**src/rtl/qr_stage_sequencer.sv**
```systemverilog
// qr_stage_sequencer: runs one QR frame through the unmask stage and then the decode stage
// Ports: clk_in/rst_in clock and async reset; qr_valid_in/grid_in incoming frame;
// stage_clr_out/start_unmask_out/qr_grid_out drive the unmask stage; unmask_ready_in/unmasked_in return from it;
// start_decode_out/unmasked_out drive the decode stage; decode_done_in/decode_ok_in return from it;
// result_valid_out/result_ok_out/timeout_out report each frame; busy_out and drop_count_out show refusals.
module qr_stage_sequencer #(
  parameter int MOD_SIZE = 21,
  parameter int UM_TIMEOUT = 1024,
  parameter int DEC_TIMEOUT = 4096
) (
  input  logic                           clk_in,
  input  logic                           rst_in,
  input  logic                           qr_valid_in,
  input  logic [MOD_SIZE*MOD_SIZE-1:0]   grid_in,
  output logic                           stage_clr_out,
  output logic                           start_unmask_out,
  output logic [MOD_SIZE*MOD_SIZE-1:0]   qr_grid_out,
  input  logic                           unmask_ready_in,
  input  logic [MOD_SIZE*MOD_SIZE-1:0]   unmasked_in,
  output logic                           start_decode_out,
  output logic [MOD_SIZE*MOD_SIZE-1:0]   unmasked_out,
  input  logic                           decode_done_in,
  input  logic                           decode_ok_in,
  output logic                           result_valid_out,
  output logic                           result_ok_out,
  output logic [1:0]                     timeout_out,
  output logic                           busy_out,
  output logic [7:0]                     drop_count_out
);
  localparam int CW = $clog2(UM_TIMEOUT > DEC_TIMEOUT ? UM_TIMEOUT : DEC_TIMEOUT);
  typedef enum logic [2:0] {IDLE, CLR, START_UM, WAIT_UM, START_DEC, WAIT_DEC, REPORT} state_t;
  state_t state, state_n;
  logic [CW-1:0] cnt;
  logic um_exp, dec_exp;
  assign um_exp = cnt == CW'(UM_TIMEOUT - 1);
  assign dec_exp = cnt == CW'(DEC_TIMEOUT - 1);
  always_comb begin
    state_n = state;
    case (state)
      IDLE:      state_n = qr_valid_in ? CLR : IDLE;
      CLR:       state_n = START_UM;
      START_UM:  state_n = WAIT_UM;
      WAIT_UM:   state_n = unmask_ready_in ? START_DEC : um_exp ? REPORT : WAIT_UM;
      START_DEC: state_n = WAIT_DEC;
      WAIT_DEC:  state_n = (decode_done_in || dec_exp) ? REPORT : WAIT_DEC;
      default:   state_n = IDLE;
    endcase
  end
  // Pulses and busy are registered from the next state so each lines up with its state's cycle.
  always_ff @(posedge clk_in or posedge rst_in) begin
    if (rst_in) begin
      state <= IDLE;
      cnt <= '0;
      stage_clr_out <= 1'b0;
      start_unmask_out <= 1'b0;
      start_decode_out <= 1'b0;
      result_valid_out <= 1'b0;
      busy_out <= 1'b0;
      qr_grid_out <= '0;
      unmasked_out <= '0;
      result_ok_out <= 1'b0;
      timeout_out <= 2'b00;
      drop_count_out <= 8'd0;
    end else begin
      state <= state_n;
      cnt <= (state == WAIT_UM || state == WAIT_DEC) ? cnt + CW'(1) : '0;
      stage_clr_out <= state_n == CLR;
      start_unmask_out <= state_n == START_UM;
      start_decode_out <= state_n == START_DEC;
      result_valid_out <= state_n == REPORT;
      busy_out <= state_n != IDLE;
      if (state == IDLE && qr_valid_in) qr_grid_out <= grid_in;
      if (state != IDLE && qr_valid_in && drop_count_out != 8'hff) drop_count_out <= drop_count_out + 8'd1;
      if (state == WAIT_UM && unmask_ready_in) unmasked_out <= unmasked_in;
      if (state == WAIT_UM && !unmask_ready_in && um_exp) begin
        result_ok_out <= 1'b0;
        timeout_out <= 2'b01;
      end
      if (state == WAIT_DEC && decode_done_in) begin
        result_ok_out <= decode_ok_in;
        timeout_out <= 2'b00;
      end else if (state == WAIT_DEC && dec_exp) begin
        result_ok_out <= 1'b0;
        timeout_out <= 2'b10;
      end
    end
  end
endmodule
```
**config.mk**
```make
export PLATFORM = sky130hd
export DESIGN_NAME = qr_stage_sequencer
export DESIGN_NICKNAME = d
export VERILOG_FILES = /design/src/rtl/qr_stage_sequencer.sv
export SDC_FILE = /design/constraint.sdc
export NUM_CORES = 1
export LEC_CHECK = 0
export BUFFER_PORTS_ARGS = -buffer_cell sky130_fd_sc_hd__buf_2
export CAP_MARGIN = 15
export CORE_AREA = 5 5 699 701
export CTS_CLUSTER_SIZE = 20
export DETAILED_ROUTE_END_ITERATION = 12
export DIE_AREA = 0 0 704 706
export PLACE_DENSITY = 0.34
export SLEW_MARGIN = 20
export SYNTH_ARGS = -nofsm -noshare
export SYNTH_HDL_FRONTEND = slang
export SYNTH_SLANG_ARGS = --single-unit
```
**constraint.sdc**
```tcl
create_clock -name clk_in -period 102.3 [get_ports clk_in]
set_input_delay 20.46 -clock clk_in [delete_from_list [all_inputs] [get_ports clk_in]]
set_output_delay 20.46 -clock clk_in [all_outputs]
set_load 0.02 [all_outputs]
```
# [Word level (Yosys, flattened, before mapping)]
# Cells that the tools add are included.
[totals] regBits=913 in_bits=888 output_inout_bits=898 wordCells=53
[classes] n_addsub=2 eq_ne=12 muxes=12 n_reduce_logical=15
[ops] op="$pmux W3 S6" count=1
[ops] op="$add A12 B1 Y12 const B" count=1
[ops] op="$eq A12 B10 Y1 const B" count=1
[ops] op="$eq A12 B12 Y1 const B" count=1
[ops] op="$eq A3 B3 Y1 const B" count=4
[ops] op="$mux W12" count=1
[ops] op="$eq A3 B2 Y1 const B" count=3
[ops] op="$reduce_bool A3 Y1" count=3
[ops] op="$add A8 B1 Y8 const B" count=1
[ops] op="$logic_and A1 B1 Y1" count=8
[ops] op="$mux W2" count=4
[ops] op="$ne A8 B8 Y1 const B" count=1
[ops] op="$eq A3 B1 Y1 const B" count=2
[ops] op="$mux W3" count=2
[ops] op="$mux W1" count=4
[ops] op="$logic_not A3 Y1" count=1
[ops] op="$logic_or A1 B1 Y1" count=2
[ops] op="$logic_not A1 Y1" count=1

# [Logic depth before layout (Yosys ltp)]
[depth] ltp_word=6 mapped_depth=6 depth_no_buf=5

# [Worst setup path before layout]
# No wires, ideal clock.
[synth_path] kind="input-to-reg" start="in qr_valid_in" end="reg qr_grid_out[10]" setup_time_ns=0.125 arrival_ns=21.650 required_time_ns=102.175 path_slack_ns=80.525 path_stages=6 n_path_buf=3 cell_sequence="inv_1 nor4_1 buf_2 buf_2 buf_2 mux2_2"
[synth_between] elab_chain_cells=1
[synth_rtl] element="from (decl)" line_no="13" source="input logic qr_valid_in,"
[synth_rtl] element="$logic_and A1 B1 Y1" line_no="72" source="if (state == IDLE && qr_valid_in) qr_grid_out <= grid_in;"
[synth_rtl] element="to (signal assigned)" line_no="72"
[synth_rtl] element="to (decl)" line_no="17" source="output logic [MOD_SIZE*MOD_SIZE-1:0] qr_grid_out,"
# Every way passes these cells.
# A chain may end at the register's enable or synchronous reset.

# [Worst setup path in the final report]
[layout_path] start="in qr_valid_in" end="reg qr_grid_out[293]"
# Same word-level chain as after synthesis.

==> impl_metrics.toml <==
[status]
status = "completed"

[worst_setup_path]
r2r_setup_slack_ps = 96980
cp-end-kind = "flip-flop"
crit_path_start_kind = "input pin"
crit_fanout = 68
crit_required_ps = 102980
rr_endpoint = "qr_grid_out[293]"
r2r_cells = 7
r2r-start = "state[1]"
cp_data_arrival_time_ps = 25350
crit_type = "in2reg"

[timing]
hold_viol_final = 0
slew_viol_final = 0
worst_pin_slew_ps = 948
tns_ps = 0
rsz0062_at_grt = "no"
setup_viol = 0
final.min_clock_period_ps = 24670
fmax_ghz = 0.0405
timing.final.crit_share_pct = 24.1
clock_skew_ps = 39.1
slew_headroom_pct = 36.8

[power_and_ir_drop]
p_leak_nw = 23.9
power_density_mw_per_mm2 = 38.2
total_power_mw = 2.11
vdd_ir_drop_max_v = 0.0000126

[clock_network]
clock_latency_ps = 790
numCtsBuffers = 135
postCtsSetupRepairBufs = 0
clk_path_buf_depth = 4
hold_buffers = 0
root_buffer = "clkbuf_16"
numClockSinks = 913
clkTransAtPathRegs_ps = 60
cts_tree = "built"
post_cts_resized = 0
htreeDepth = 4

[logic_synthesis]
synth-edff-count = 0
synth_top_area_share_pct = 67.1
yosys.area_share.simple_pct = 1.10
synth-compound-area-share_pct = 0.346
synth_mux_area_share_pct = 29.2
synthArstFlopShare_pct = 100
ys_seq_elements = 913
syn-cell-area_mm2 = 0.0340
yosys-top-cells-area = "dfrtp_1 (67%), mux2_2 (28%), mux2_1 (1.3%), buf_2 (1.2%), buf_4 (0.42%)"
synth_ff_type = "dfrtp_1"
synth_xor_area_share_pct = 0.412
synth_top_family_by_area = "multiplexers"
ys_seq_area_share_pct = 67.1
synth_area_leader_cell = "dfrtp_1"
postSynthNetCount = 2896
synth_cell_types = 44
avgSynthCellArea_um2 = 17.0
synth_adder_area_share_pct = 0.0735
synth.yosys.warnings = 0
synthesis.instances = 2006

[global_route]
antenna_found_initial = 218
grt_pass1_wl_mm = 349
grt_max_degree = 140
grt_usage_pct = 10.9
grt_pass1_vias = 28100
grt_overflow = 0

[place]
port_buffers = 1785
routabilityCongestion = 0.956
dp_hpwl_mm = 247

[floorplanning]
start_util_pct = 7.07
core_area_mm2 = 0.481
die_w_um = 704
die_area_mm2 = 0.497
die_h_um = 706
io_pins = 1786
row_count = 255

[route]
wl_per_cell_um = 27.0
route.vias.total = 26700
antenna_left = 0
wl_mm = 282
initialDrtViolationCount = 1403
drc = 0
drtPass1Iterations = 5
via_per_inst = 2.55

[worst_hold_path]
hold_end = "qr_grid_out[361]"
hold_path.class = "reg2reg"
min_path_cells = 1
hp-start = "qr_grid_out[361]"

[layout]
multi_input_area_mm2 = 0.0106
layout_common_cells = "buf_2 (1,785), dfrtp_1 (913), mux2_2 (843), clkbuf_16 (137), mux2_1 (40)"
layout-drive-gt1-share_pct = 72.9
syn_to_final_growth_pct = 62.4
final_nets = 4749
final_common_cell = "buf_2"
fillCellCount = 55200
seqCellArea_mm2 = 0.0228

[run]
cap_viol_max_count = 0
final cells by class:
type	count	share of cell area (%)
clock inverter	44	0.871
clock buffer	189	7.06
inverter	7	0.0611
tap	6425	14.5
sequential	913	41.3
multi-input combinational	984	19.2
antenna	59	0.267
timing repair buffer	1818	16.7
flip-flops by register name, summed over array words and instances, names as in the netlist, 2 cells and up:
signal,cells
timeout_out,2
qr_grid_out,441
cnt,12
state,3
unmasked_out,441
drop_count_out,8
kinds of logic (layout without fill, tap and decap cells):
logic type,after synthesis,in the layout
xor+xnor,16,16
mux,883,883
other cells,0,59
buf+inv,109,2058
fa+ha+maj,2,2
flops,913,913
simple gates,66,66
compound gates,17,17
worst max path at each step:
stage                     start               end  depth (start not counted)
detailed placement  qr_valid_in  qr_grid_out[329]                          9
CTS                 qr_valid_in  qr_grid_out[328]                          9
global route        qr_valid_in  qr_grid_out[328]                          9
global placement    qr_valid_in  qr_grid_out[284]                          9
finish              qr_valid_in  qr_grid_out[293]                          9
floorplan                rst_in          busy_out                          1
cells in the mapped netlist, types with 2 or more instances:
cell / instances
and4_2: 2
nor4_1: 2
inv_1: 7
xor2_1: 13
a21oi_1: 4
and2_1: 2
mux2_1: 40
buf_4: 19
nor3_1: 4
xnor2_1: 3
nand4_1: 5
o21ai_0: 4
nor2_1: 18
dfrtp_1: 913
ha_1: 2
nand3_1: 9
mux2_2: 843
nand2_1: 10
buf_2: 81
power breakdown:
group          internal, mW  switching (mW)  total (mW)
sequential            0.546           0.111       0.657
combinational         0.314           0.663       0.977
clock                 0.282           0.195       0.477
layer usage:
metal | vias to the layer above | part of all wire (%) | global-route usage [%]
met5 | - | 0.15 | 0
met4 | 64 | 4.0 | 3.61
met3 | 500 | 12 | 6.09
met2 | 1480 | 46 | 17.6
met1 | 13700 | 38 | 12.1
li1 | 11000 | - | -
worst max-delay path: stages:
cell and delay [ps]:
buf_2 130, inv_1 100, nor4_2 290, buf_4 740, buf_4 590, buf_4 650, buf_4 800, buf_4 830
mux2_2 420
metrics by stage:
step / setup slack [ps] / cell area, um2 / util [%] / cells / hold WS, ps
after CTS: 77670 / 55100 / 11.5 / 10400 / 484
after global routing: 77410 / 55100 / 11.5 / 10400 / 505
after global placement: 76740 / 50700 / 10.5 / 10100 / 466
final: 77630 / 55300 / 11.5 / 10400 / 480
after floorplan: 56170 / 34000 / - / 2006 / 448
after detailed placement: 76730 / 50700 / 10.5 / 10100 / 471
(Power assumes the default switching activity.)
